==> config.mk <==
export PLATFORM = sky130hd
export DESIGN_NAME = wb_dma_copy
export DESIGN_NICKNAME = d
export VERILOG_FILES = /design/src/rtl/wb_dma_copy.sv
export SDC_FILE = /design/constraint.sdc
export NUM_CORES = 1
export LEC_CHECK = 0
export ABC_AREA = 1
export CORE_UTILIZATION = 38
export CTS_BUF_LIST = sky130_fd_sc_hd__clkbuf_8
export CTS_CLUSTER_SIZE = 10
export DETAILED_ROUTE_END_ITERATION = 10
export HOLD_SLACK_MARGIN = 0.1
export PLACE_DENSITY = 0.65
export SLEW_MARGIN = 10
export SYNTH_ARGS = -nofsm -noshare
export SYNTH_HDL_FRONTEND = slang
export SYNTH_SLANG_ARGS = --single-unit
==> constraint.sdc <==
create_clock -name i_clk -period 6.6 [get_ports i_clk]
set_clock_uncertainty 0.15 [all_clocks]
set_input_delay 1.98 -clock i_clk [delete_from_list [all_inputs] [get_ports i_clk]]
set_output_delay 1.98 -clock i_clk [all_outputs]
set_load 0.05 [all_outputs]
==> src/rtl/wb_dma_copy.sv <==
// wb_dma_copy: pipelined Wishbone initiator that copies a block of 32-bit words
// from a source to a destination address. Each chunk of up to FIFO_DEPTH
// words is read into an internal FIFO and then written back out. A one-cycle
// bus-idle TURN state separates every read and write burst.
//
// Optional feature: define WB_TIMEOUT_EN to enable the ack watchdog.
//
// Ports
//   i_clk, i_rst_n        clock, asynchronous active-low reset
//   i_start               start request (sampled only in IDLE)
//   i_src_addr/dst_addr   byte addresses, low two bits ignored
//   i_len_words           number of words to copy
//   o_busy/o_done/o_err   status: busy, one-cycle done pulse, sticky error
//   o_wb_*                Wishbone initiator outputs (cyc, stb, we, addr, data, sel)
//   i_wb_*                Wishbone responses (stall, ack, err, data)
module wb_dma_copy #(
    parameter int unsigned FIFO_DEPTH     = 8,
    parameter int unsigned LEN_WIDTH      = 16,
    parameter int unsigned TIMEOUT_CYCLES = 256
) (
    input  logic                 i_clk,
    input  logic                 i_rst_n,
    input  logic                 i_start,
    input  logic [31:0]          i_src_addr,
    input  logic [31:0]          i_dst_addr,
    input  logic [LEN_WIDTH-1:0] i_len_words,
    output logic                 o_busy,
    output logic                 o_done,
    output logic                 o_err,
    output logic                 o_wb_cyc,
    output logic                 o_wb_stb,
    output logic                 o_wb_we,
    output logic [31:0]          o_wb_addr,
    output logic [31:0]          o_wb_data,
    output logic [3:0]           o_wb_sel,
    input  logic                 i_wb_stall,
    input  logic                 i_wb_ack,
    input  logic                 i_wb_err,
    input  logic [31:0]          i_wb_data
);

    localparam int unsigned PTR_W = $clog2(FIFO_DEPTH);
    localparam int unsigned CNT_W = $clog2(FIFO_DEPTH + 1);

    // Reject configurations the FIFO pointer arithmetic cannot support.
    generate
        if (FIFO_DEPTH < 2 || (FIFO_DEPTH & (FIFO_DEPTH - 1)) != 0 || TIMEOUT_CYCLES == 0) begin : g_param_check
            $error("wb_dma_copy: FIFO_DEPTH must be a power of 2 >= 2 and TIMEOUT_CYCLES > 0");
        end
    endgenerate

    typedef enum logic [2:0] {
        S_IDLE,
        S_RD,
        S_TURN,
        S_WR,
        S_DONE
    } state_t;

    state_t               state_q, state_n;
    logic [31:0]          src_q, src_n;
    logic [31:0]          dst_q, dst_n;
    logic [LEN_WIDTH-1:0] rem_q, rem_n;
    logic [CNT_W-1:0]     chunk_q, chunk_n;
    logic [CNT_W-1:0]     issued_q, issued_n;
    logic [CNT_W-1:0]     acks_q, acks_n;
    logic                 to_wr_q, to_wr_n;

    logic [31:0]          fifo_mem [FIFO_DEPTH];
    logic [PTR_W-1:0]     wptr_q, wptr_n;
    logic [PTR_W-1:0]     rptr_q, rptr_n;
    logic [CNT_W-1:0]     cnt_q, cnt_n;
    logic                 push, pop, flush;

    logic                 busy_n, done_n, err_n;
    logic                 cyc_n, stb_n, we_n;
    logic [31:0]          addr_n, wdata_n;

    logic                 accept, bus_ack, bus_err, abort;

    // Bus handshake qualifiers; responses outside a cycle are ignored, err beats ack.
    assign accept  = o_wb_stb & ~i_wb_stall;
    assign bus_ack = o_wb_cyc & i_wb_ack & ~i_wb_err;
    assign bus_err = o_wb_cyc & i_wb_err;

`ifdef WB_TIMEOUT_EN
    localparam int unsigned WD_W = $clog2(TIMEOUT_CYCLES + 1);

    logic [WD_W-1:0] wd_q;
    logic            wd_count, wd_hit;

    // Count cycles with requests in flight (including the accepting cycle) and no response.
    assign wd_count = o_wb_cyc & ((issued_q != acks_q) | accept) & ~i_wb_ack & ~i_wb_err;
    assign wd_hit   = wd_count & (wd_q == WD_W'(TIMEOUT_CYCLES - 1));
    assign abort    = bus_err | wd_hit;

    // Watchdog counter, cleared whenever the bus is responsive or idle.
    always_ff @(posedge i_clk or negedge i_rst_n) begin
        if (!i_rst_n) begin
            wd_q <= '0;
        end else if (!wd_count) begin
            wd_q <= '0;
        end else begin
            wd_q <= wd_q + WD_W'(1);
        end
    end
`else
    assign abort = bus_err;
`endif

    // Words for the next chunk: min(remaining, FIFO_DEPTH).
    function automatic logic [CNT_W-1:0] chunk_of(input logic [LEN_WIDTH-1:0] r);
        if (r < LEN_WIDTH'(FIFO_DEPTH)) begin
            return CNT_W'(r);
        end
        return CNT_W'(FIFO_DEPTH);
    endfunction

    // Next-state, counters, FIFO control and next-cycle output values.
    always_comb begin
        state_n  = state_q;
        src_n    = src_q;
        dst_n    = dst_q;
        rem_n    = rem_q;
        chunk_n  = chunk_q;
        issued_n = issued_q;
        acks_n   = acks_q;
        to_wr_n  = to_wr_q;
        err_n    = o_err;
        push     = 1'b0;
        pop      = 1'b0;
        flush    = 1'b0;

        case (state_q)
            S_IDLE: begin
                if (i_start) begin
                    src_n    = i_src_addr & 32'hFFFF_FFFC;
                    dst_n    = i_dst_addr & 32'hFFFF_FFFC;
                    rem_n    = i_len_words;
                    err_n    = 1'b0;
                    issued_n = '0;
                    acks_n   = '0;
                    chunk_n  = chunk_of(i_len_words);
                    state_n  = (i_len_words == '0) ? S_DONE : S_RD;
                end
            end
            S_RD: begin
                if (accept) begin
                    src_n    = src_q + 32'd4;
                    issued_n = issued_q + CNT_W'(1);
                end
                if (bus_ack) begin
                    push   = 1'b1;
                    acks_n = acks_q + CNT_W'(1);
                end
                if (abort) begin
                    flush   = 1'b1;
                    err_n   = 1'b1;
                    state_n = S_DONE;
                end else if (acks_n == chunk_q) begin
                    to_wr_n = 1'b1;
                    state_n = S_TURN;
                end
            end
            S_TURN: begin
                issued_n = '0;
                acks_n   = '0;
                if (to_wr_q) begin
                    state_n = S_WR;
                end else if (rem_q != '0) begin
                    chunk_n = chunk_of(rem_q);
                    state_n = S_RD;
                end else begin
                    state_n = S_DONE;
                end
            end
            S_WR: begin
                if (accept) begin
                    pop      = 1'b1;
                    dst_n    = dst_q + 32'd4;
                    issued_n = issued_q + CNT_W'(1);
                end
                if (bus_ack) begin
                    rem_n  = rem_q - LEN_WIDTH'(1);
                    acks_n = acks_q + CNT_W'(1);
                end
                if (abort) begin
                    flush   = 1'b1;
                    err_n   = 1'b1;
                    state_n = S_DONE;
                end else if (acks_n == chunk_q) begin
                    to_wr_n = 1'b0;
                    state_n = S_TURN;
                end
            end
            S_DONE: begin
                state_n = S_IDLE;
            end
            default: begin
                state_n = S_IDLE;
            end
        endcase

        wptr_n = wptr_q + PTR_W'(push);
        rptr_n = rptr_q + PTR_W'(pop);
        cnt_n  = cnt_q + CNT_W'(push) - CNT_W'(pop);
        if (flush) begin
            wptr_n = '0;
            rptr_n = '0;
            cnt_n  = '0;
        end

        // Outputs are registered, so they are derived from the next state.
        busy_n  = (state_n == S_RD) || (state_n == S_TURN) || (state_n == S_WR);
        done_n  = (state_n == S_DONE);
        cyc_n   = (state_n == S_RD) || (state_n == S_WR);
        we_n    = (state_n == S_WR);
        stb_n   = ((state_n == S_RD) && (issued_n < chunk_n)) ||
                  ((state_n == S_WR) && (cnt_n != '0));
        addr_n  = (state_n == S_RD) ? src_n : ((state_n == S_WR) ? dst_n : 32'd0);
        // FIFO is never written while in WR, so the head read here is stable.
        wdata_n = (state_n == S_WR) ? fifo_mem[rptr_n] : 32'd0;
    end

    // State, counters and registered outputs.
    always_ff @(posedge i_clk or negedge i_rst_n) begin
        if (!i_rst_n) begin
            state_q   <= S_IDLE;
            src_q     <= '0;
            dst_q     <= '0;
            rem_q     <= '0;
            chunk_q   <= '0;
            issued_q  <= '0;
            acks_q    <= '0;
            to_wr_q   <= 1'b0;
            wptr_q    <= '0;
            rptr_q    <= '0;
            cnt_q     <= '0;
            o_busy    <= 1'b0;
            o_done    <= 1'b0;
            o_err     <= 1'b0;
            o_wb_cyc  <= 1'b0;
            o_wb_stb  <= 1'b0;
            o_wb_we   <= 1'b0;
            o_wb_addr <= '0;
            o_wb_data <= '0;
            o_wb_sel  <= 4'h0;
        end else begin
            state_q   <= state_n;
            src_q     <= src_n;
            dst_q     <= dst_n;
            rem_q     <= rem_n;
            chunk_q   <= chunk_n;
            issued_q  <= issued_n;
            acks_q    <= acks_n;
            to_wr_q   <= to_wr_n;
            wptr_q    <= wptr_n;
            rptr_q    <= rptr_n;
            cnt_q     <= cnt_n;
            o_busy    <= busy_n;
            o_done    <= done_n;
            o_err     <= err_n;
            o_wb_cyc  <= cyc_n;
            o_wb_stb  <= stb_n;
            o_wb_we   <= we_n;
            o_wb_addr <= addr_n;
            o_wb_data <= wdata_n;
            o_wb_sel  <= 4'hF;
        end
    end

    // FIFO storage; contents are don't-care until written.
    always_ff @(posedge i_clk) begin
        if (push && !flush) begin
            fifo_mem[wptr_q] <= i_wb_data;
        end
    end

endmodule

==> flow_metrics.py, run 1 <==
metrics = {
    "placed_design": {
        "postPlaceCellArea_um2": 22000,
        "port_buffers": 187,
        "gp_congestion": 0.895,
        "dp_hpwl_mm": 31.3,
        "dpl.cell_count": 2786,
        "pre_cts_ws_ns": 1.20,
    },
    "finish": {
        "postLayoutCellArea_um2": 23500,
        "fillers": 4708,
        "nets": 2326,
        "final_layout_size_suffix_gt1_share_pct": 8.72,
        "num_antenna_cells": 0,
        "syn_to_final_growth_pct": 20.7,
        "final_util_pct": 46.6,
        "stdcell_count": 2919,
    },
    "synthesis": {
        "netlist_top_cells_count": "nand2_1, edfxtp_1, nand3_1",
        "ys_seq_area_share_pct": 62.2,
        "synth_ff_type": "edfxtp_1",
        "yosysTopAreaCellShare_pct": 39.5,
        "syn_area_um2": 19500,
        "ys_ff_latch": 433,
        "yosys_warnings": 0,
        "synth_enable_flop_cells": 256,
        "ys_types": 53,
        "async_flop_share_pct": 40.9,
        "synth_nets": 2117,
        "synth.area.top_cells": "edfxtp_1, dfrtp_1, nand2_1, nand3_1, inv_1",
        "synth_cells": 1981,
        "yosysTopAreaCell": "edfxtp_1",
        "yosysMostFrequentCell": "nand2_1",
        "postSynthAreaPerCell_um2": 9.83,
    },
    "clock_tree": {
        "cts-buffers-inserted": 74,
        "post_cts_buffers": 0,
        "clock_latency_ns": 0.66,
        "cts_tree": "yes",
        "cts_buffer_depth": 3,
        "cts_hold_buf": 0,
        "h-tree-depth": 3,
        "cts_root_buf": "clkbuf_8",
        "clk_pin_slew_ns": 0.05,
        "cts_resized": 0,
        "cts_sinks": 433,
    },
    "detailed_routing": {
        "vias": 14900,
        "postRouteAntennaNets": 0,
        "drtIter0Drc": 1228,
        "drcViolationCount": 0,
        "post_drt_via_cell_ratio": 5.11,
        "routedWlPerCell_um": 17.6,
        "finalWirelength_mm": 51.5,
        "drtPass1Iterations": 5,
    },
    "power_and_ir_drop": {
        "ir_worst_vdd_mv": 0.210,
        "powerDensity_nw_per_um2": 399,
        "leakage_nw": 9.58,
        "total_power_mw": 9.37,
    },
    "die": {
        "die-width_um": 228,
        "die_y_um": 228,
        "rows": 82,
        "core_um2": 50400,
        "io_pins": 192,
        "start_util_pct": 38.6,
        "dieArea_um2": 52100,
    },
    "critical_path": {
        "crit_start": "i_wb_stall",
        "r2r-end": "o_wb_data[30]",
        "worst_ep_arrival_time_ns": 5.08,
        "critPathCaptureType": "register",
        "reg2reg_depth": 13,
        "critPathKind": "in2reg",
        "cp_max_fo": 18,
        "timing.rr.start": "state_q[0]",
        "endpoint": "o_wb_data[30]",
        "start_kind": "input port",
        "r2r_slack_ns": 2.53,
        "cp.required_ns": 7.00,
    },
    "timing": {
        "holdWs_ns": 0.306,
        "setup_ws_ns": 1.92,
        "rsz0062_at_grt": "no",
        "hold_viol_final": 0,
        "clock.fmax_mhz": 214,
        "slew_viol_final": 0,
        "worstMarginPinSlew_ns": 1.04,
        "setup-violations-final": 0,
        "finalCriticalPeriod_ns": 4.68,
        "slew_headroom_pct": 30.3,
        "fin_crit_sh_pct": 70.8,
        "final.setup.tns_ns": 0,
    },
    "job": {
        "cap_violations": 0,
    },
    "run_status": {
        "outcome": "finished, final reports clean",
    },
    "global_route": {
        "grt_overflow_total": 0,
        "grt_first_pass_wirelength_mm": 81.6,
        "antenna_found_initial": 1,
        "grt_max_degree": 130,
        "grt_pass1_vias": 14700,
        "grt_usage_pct": 19.9,
    },
    "min_path": {
        "min_from": "dst_q[0]",
        "hp-class": "reg2reg",
    },
}
[placed cells by master, fill, tap and decap left out, types with 3 or more instances in the layout]
cell type,n
o22ai_1,12
nand3_1,207
ha_1,17
nand2_4,3
nor3_1,55
o221ai_1,8
nor4_1,6
xnor2_1,4
edfxtp_1,256
nor3_2,10
clkinv_1,3
clkinv_8,3
a21oi_1,98
o211ai_1,23
xor2_1,13
inv_1,177
o21ai_0,64
nor2_2,5
nor2_1,94
nor2_4,8
o311ai_0,4
dfrtp_1,177
clkinv_2,9
nand2_1,598
nand2_2,18
or2_2,3
a22oi_1,19
buf_4,26
clkdlybuf4s50_1,186
inv_2,6
clkbuf_8,88
nand4_1,13
[critical path, stage by stage]
cell and delay, ns:
clkdlybuf4s50_1 0.40, inv_1 0.06, nand2_1 0.10, nor2_1 0.49, ha_1 0.26, ha_1 0.15
xor2_1 0.07, nand2_1 0.09, clkinv_1 0.63, buf_4 0.46, nand3_1 0.10, nand3_1 0.08
a21oi_1 0.19
[final cells by class]
cell class                 instances  area (um2)  area share, %
clock buffer                      87        1200           5.10
sequential                       433       12100           51.6
tap                              672         841           3.58
timing repair buffer             215        2110           8.98
multi-input combinational       1308        6340           27.0
clock inverter                    46         288           1.22
inverter                         158         602           2.56
[cell families after synthesis]
logic type | Yosys count | share of synthesized area [%]
buffers and inverters | 240 | 5.41
adders and majority gates | 18 | 1.20
AOI/OAI and AO/OA | 244 | 7.38
and+or+nand+nor | 1028 | 23.0
xor gates and xnor gates | 17 | 0.765
other | 1 | 0.0193
DFF | 433 | 62.2
[routing by layer]
layer	track usage (%)	wire length, um	up-vias
met4	7.09	1250	2
met5	0	7	-
met2	32.6	24600	482
met1	25.9	22100	7204
li1	-	-	7142
met3	4.52	3500	96
[state kept, by name (all words and copies together) (netlist names), 3 cells and up]
register   count
src_q         32
state_q        3
rem_q         16
chunk_q        4
o_wb_addr     32
wptr_q         3
rptr_q         3
dst_q         32
cnt_q          4
acks_q         4
issued_q       4
fifo_mem     256
o_wb_data     32
[how the worst min path moves through the flow]
stage                          end  cells after the start  slack (ns)
after floorplan           dst_q[0]                      2        0.28
after global placement    dst_q[0]                      2        0.29
after detailed placement  dst_q[0]                      2        0.30
after CTS                 dst_q[0]                      2        0.31
after global routing      dst_q[0]                      2        0.32
final                     dst_q[0]                      2        0.31
[where the power goes]
part           internal, mW  switching (mW)
sequential             3.30           0.306
combinational          1.02            2.35
clock                  1.29            1.11
total                  5.60            3.77
(Power assumes the default switching activity.)
==> inputs of run 2 (changes only) <==
- PLACE_DENSITY: 0.65 -> 0.67
- clock period: 6.6 -> 3.9 ns (I/O delays scaled with it)
==> flow_metrics.py, run 2 (synthesis gave the netlist of run 1 again) <==
metrics = {
    "run_status": {
        "outcome": "finished, final reports clean",
    },
    "timing": {
        "slew_viol_final": 0,
        "setup-violations-final": 0,
        "fin_crit_sh_pct": 87.4,
        "hold_viol_final": 0,
        "worstMarginPinSlew_ns": 0.839,
        "slew_headroom_pct": 44.0,
        "clock.fmax_mhz": 293,
        "finalCriticalPeriod_ns": 3.41,
        "rsz0062_at_grt": "no",
    },
    "clock_tree": {
        "post_cts_buffers": 0,
        "cts_sinks": 433,
        "clk_pin_slew_ns": 0.06,
        "cts_buffer_depth": 3,
        "cts_root_buf": "clkbuf_8",
        "clock_latency_ns": 0.66,
        "cts-buffers-inserted": 73,
        "cts_resized": 0,
        "h-tree-depth": 3,
        "cts_hold_buf": 0,
        "cts_tree": "yes",
    },
    "critical_path": {
        "worst_ep_arrival_time_ns": 3.78,
        "timing.rr.start": "state_q[0]",
        "cp_max_fo": 2,
        "cp.required_ns": 4.27,
        "critPathCaptureType": "register",
        "r2r-end": "o_wb_stb",
        "r2r_slack_ns": 0.86,
        "critPathKind": "in2reg",
        "reg2reg_depth": 14,
        "start_kind": "input port",
    },
    "power_and_ir_drop": {
        "leakage_nw": 9.79,
        "ir_worst_vdd_mv": 0.403,
        "total_power_mw": 16.1,
        "powerDensity_nw_per_um2": 670,
    },
    "detailed_routing": {
        "vias": 15100,
        "drtIter0Drc": 1047,
        "finalWirelength_mm": 51.4,
        "routedWlPerCell_um": 17.4,
        "drcViolationCount": 0,
        "postRouteAntennaNets": 0,
        "post_drt_via_cell_ratio": 5.12,
        "drtPass1Iterations": 5,
    },
    "die": {
        "die-width_um": 228,
        "die_y_um": 228,
        "io_pins": 192,
        "start_util_pct": 38.6,
        "core_um2": 50400,
        "rows": 82,
        "dieArea_um2": 52100,
    },
    "finish": {
        "layout_commonest_cell": "nand2_1",
        "syn_to_final_growth_pct": 23.3,
        "final_layout_size_suffix_gt1_share_pct": 10.1,
        "regArea_um2": 12100,
        "fillers": 4569,
        "postLayoutCellArea_um2": 24000,
        "num_antenna_cells": 0,
        "final_cell_mix": "nand2_1, edfxtp_1, nand3_1",
        "largest_register": "fifo_mem",
        "multi_input_area_um2": 6370,
        "stdcell_count": 2951,
        "largest_reg_flops": 256,
        "nets": 2356,
    },
    "job": {
        "cap_violations": 0,
    },
    "placed_design": {
        "postPlaceCellArea_um2": 22500,
        "dp_hpwl_mm": 32.4,
        "dpl.cell_count": 2817,
        "port_buffers": 187,
        "gp_congestion": 0.894,
    },
    "global_route": {
        "grt_max_degree": 63,
        "antenna_found_initial": 2,
        "grt_usage_pct": 19.7,
        "grt_first_pass_wirelength_mm": 80.5,
        "grt_overflow_total": 0,
        "grt_pass1_vias": 14800,
    },
    "min_path": {
        "min_from": "dst_q[0]",
        "worstHoldPathCells": 2,
        "hp-class": "reg2reg",
        "min_to": "dst_q[0]",
    },
}
[run 2: area by class of cell]
| class | instances | share of cell area, % |
|---|---|---|
| Sequential cell | 433 | 50.5 |
| Multi-Input combinational cell | 1308 | 26.5 |
| Timing Repair Buffer | 246 | 10.8 |
| Clock buffer | 89 | 5.10 |
| Tap cell | 672 | 3.50 |
| Inverter | 158 | 2.51 |
| Clock inverter | 45 | 1.09 |
[run 2: power breakdown]
group	internal [mW]	total, mW	leakage [nW]	switching [mW]
registers	5.58	6.11	4.61	0.533
logic	1.87	5.89	4.34	4.01
clock network	2.22	4.09	0.840	1.87
[run 2: critical path, cell delays in order]
cell,delay (ns)
clkdlybuf4s50_1,0.55
nand3b_4,0.11
nor2_1,0.15
inv_1,0.07
ha_1,0.27
inv_1,0.04
ha_1,0.20
fa_1,0.39
nor2_1,0.11
nor3b_1,0.06
or4_1,0.54
nand2_1,0.07
nand2_1,0.05
[run 2: per-layer routing]
layer	GRT usage [%]	vias to the layer above	wire [um]
li1	-	7223	-
met4	7.91	4	1540
met3	4.17	113	3460
met5	0	-	24
met1	24.9	7208	21400
met2	32.8	562	24900
[run 2: metrics by stage]
step	hold slack [ns]	worst slack [ns]	utilization [%]	TNS [ns]
after floorplan	0.276	-0.812	-	-103.96
after global routing	0.312	0.368	47.7	0
after global placement	0.290	-0.134	44.7	-0.134
after CTS	0.307	0.543	47.7	0
after detailed placement	0.294	-0.150	44.7	-0.150
final	0.302	0.490	47.7	0
[run 2: worst max-delay path by stage]
| stage | depth (start not counted) | from | slack, ns | end |
|---|---|---|---|---|
| after floorplan | 5 | i_wb_err | -0.81 | fifo_mem[4][0] |
| after global placement | 13 | i_wb_ack | -0.13 | o_wb_stb |
| after detailed placement | 13 | i_wb_ack | -0.15 | o_wb_stb |
| after CTS | 13 | i_wb_ack | 0.54 | o_wb_stb |
| after global routing | 13 | i_wb_ack | 0.37 | o_wb_stb |
| final | 13 | i_wb_ack | 0.49 | o_wb_stb |
==> inputs of run 3 (changes only) <==
- CTS_CLUSTER_SIZE: 10 -> default
==> flow_metrics.py, run 3 (synthesis gave the netlist of run 1 again) <==
metrics = {
    "critical_path": {
        "crit_buf_inv": 3,
        "cp_max_fo": 2,
        "cpMaxStageDelayCell": "clkdlybuf4s50_1",
        "cp.required_ns": 4.27,
        "critPathKind": "in2reg",
        "r2r_slack_ns": 0.86,
        "worst_ep_arrival_time_ns": 3.77,
        "max_stage_delay_ns": 0.55,
        "critPathCaptureType": "register",
        "start_kind": "input port",
        "crit_start": "i_wb_ack",
        "cp_top_family": "simple AND/OR/NAND/NOR gates",
        "timing.rr.start": "state_q[0]",
        "worstPathCellList": "clkdlybuf4s50_1 > nand3b_4 > nor2_1 > inv_1 > ha_1 > inv_1 > ha_1 > fa_1 > nor2_1 > nor3b_1 > or4_1 > nand2_1 > nand2_1",
    },
    "power_and_ir_drop": {
        "total_power_mw": 16.1,
        "ir_worst_vdd_mv": 0.397,
        "clockPowerShare_pct": 25.5,
        "p_switching_mw": 6.42,
        "pwr-share-seq_pct": 38.0,
        "powerDensity_nw_per_um2": 670,
        "p_comb_share_pct": 36.6,
        "intPower_mw": 9.68,
        "leakage_nw": 9.80,
        "switching_share_pct": 39.8,
    },
    "placed_design": {
        "port_buffers": 187,
        "dp_hpwl_mm": 32.4,
        "gp_congestion": 0.894,
        "pre_cts_ws_ns": -0.150,
    },
    "detailed_routing": {
        "post_drt_via_cell_ratio": 5.14,
        "vias": 15200,
        "drtPass1Iterations": 7,
        "drtIter0Drc": 1020,
        "finalWirelength_mm": 51.3,
        "drcViolationCount": 0,
        "routedWlPerCell_um": 17.4,
        "postRouteAntennaNets": 0,
    },
    "min_path": {
        "min_from": "dst_q[0]",
        "hp-class": "reg2reg",
    },
    "die": {
        "rows": 82,
        "dieArea_um2": 52100,
        "core_um2": 50400,
        "die-width_um": 228,
        "io_pins": 192,
        "die_y_um": 228,
        "start_util_pct": 38.6,
    },
    "finish": {
        "largest_register": "fifo_mem",
        "fillers": 4572,
        "nets": 2356,
        "syn_to_final_growth_pct": 23.4,
        "layout_commonest_cell": "nand2_1",
        "final_layout_size_suffix_gt1_share_pct": 10.1,
        "num_antenna_cells": 0,
        "final_cell_mix": "nand2_1, edfxtp_1, nand3_1",
        "largest_reg_flops": 256,
        "multi_input_area_um2": 6370,
        "regArea_um2": 12100,
    },
    "clock_tree": {
        "post_cts_buffers": 0,
        "cts_tree": "yes",
        "h-tree-depth": 3,
        "cts_buffer_depth": 3,
        "clock_latency_ns": 0.66,
        "cts_hold_buf": 0,
        "cts-buffers-inserted": 73,
        "clk_pin_slew_ns": 0.05,
        "cts_sinks": 433,
        "cts_root_buf": "clkbuf_8",
        "cts_resized": 0,
    },
    "global_route": {
        "grt_overflow_total": 0,
        "grt_pass1_vias": 14800,
        "grt_first_pass_wirelength_mm": 80.5,
        "grt_usage_pct": 19.7,
        "antenna_found_initial": 2,
        "grt_max_degree": 63,
    },
    "timing": {
        "worstMarginPinSlew_ns": 0.842,
        "finalCriticalPeriod_ns": 3.40,
        "clock.fmax_mhz": 294,
        "rsz0062_at_grt": "no",
        "setup_ws_ns": 0.496,
        "fin_crit_sh_pct": 87.3,
        "hold_viol_final": 0,
        "setup-violations-final": 0,
        "slew_viol_final": 0,
        "slew_headroom_pct": 43.8,
    },
    "run_status": {
        "outcome": "finished, final reports clean",
    },
    "job": {
        "cap_violations": 0,
    },
}
## run 3: cell types whose count changed in the layout (fill, tap and decap cells not counted), sizes merged
cell	previous run	this run
clkbuf	90	91
clkinv	22	21
## run 3: power groups by stage
stage                     registers, mW  logic [mW]  clock network (mW)
after CTS                          6.10        5.90                4.20
after global routing               6.19        6.49                4.40
after global placement             6.16        5.74                   0
after floorplan                    6.69        3.48                   0
final                              6.11        5.89                4.10
after detailed placement           6.18        5.87                   0
## run 3: worst paths after layout
path | cells after the start | to
worst max-delay path | 13 | o_wb_stb
worst min-delay path | 2 | dst_q[0]
worst max register to register | 14 | o_wb_stb
worst min register to register | 2 | dst_q[0]
max in group asynchronous | 2 | src_q[12]
min in group asynchronous | 1 | rem_q[6]
## run 3: area by class of cell
class	instances	area share [%]
clock buffers	90	5.16
clock inverters	44	1.07
inverters	158	2.51
multi-input cells	1308	26.5
flip-flops and latches	433	50.5
well taps	672	3.50
repair buffers	246	10.8
## run 3: worst register-to-register path: stages, from the launching register on
cell and delay, ns:
dfrtp_1 0.44, nand2_2 0.20, nor2_2 0.18, inv_2 0.05
nor2_1 0.12, inv_1 0.07, ha_1 0.27, inv_1 0.04
ha_1 0.20, fa_1 0.38, nor2_1 0.11, nor3b_1 0.06
or4_1 0.54, nand2_1 0.07, nand2_1 0.06
## run 3: layer usage
layer / global-route usage [%] / part of all wire [%] / vias up
met4: 7.84 / 3.1 / 4
met1: 25.0 / 41 / 7250
met2: 32.8 / 48 / 569
met5: 0 / 0.047 / -
met3: 4.15 / 7.2 / 121
li1: - / - / 7219
## run 3: through the flow
step	hold slack, ns	setup TNS [ns]	util [%]	area [um2]	instances
floorplan	0.276	-103.96	-	19500	1981
global placement	0.290	-0.134	44.7	22500	2817
detailed placement	0.294	-0.150	44.7	22500	2817
CTS	0.307	0	47.7	24000	2951
global route	0.312	0	47.7	24000	2951
finish	0.301	0	47.7	24000	2951
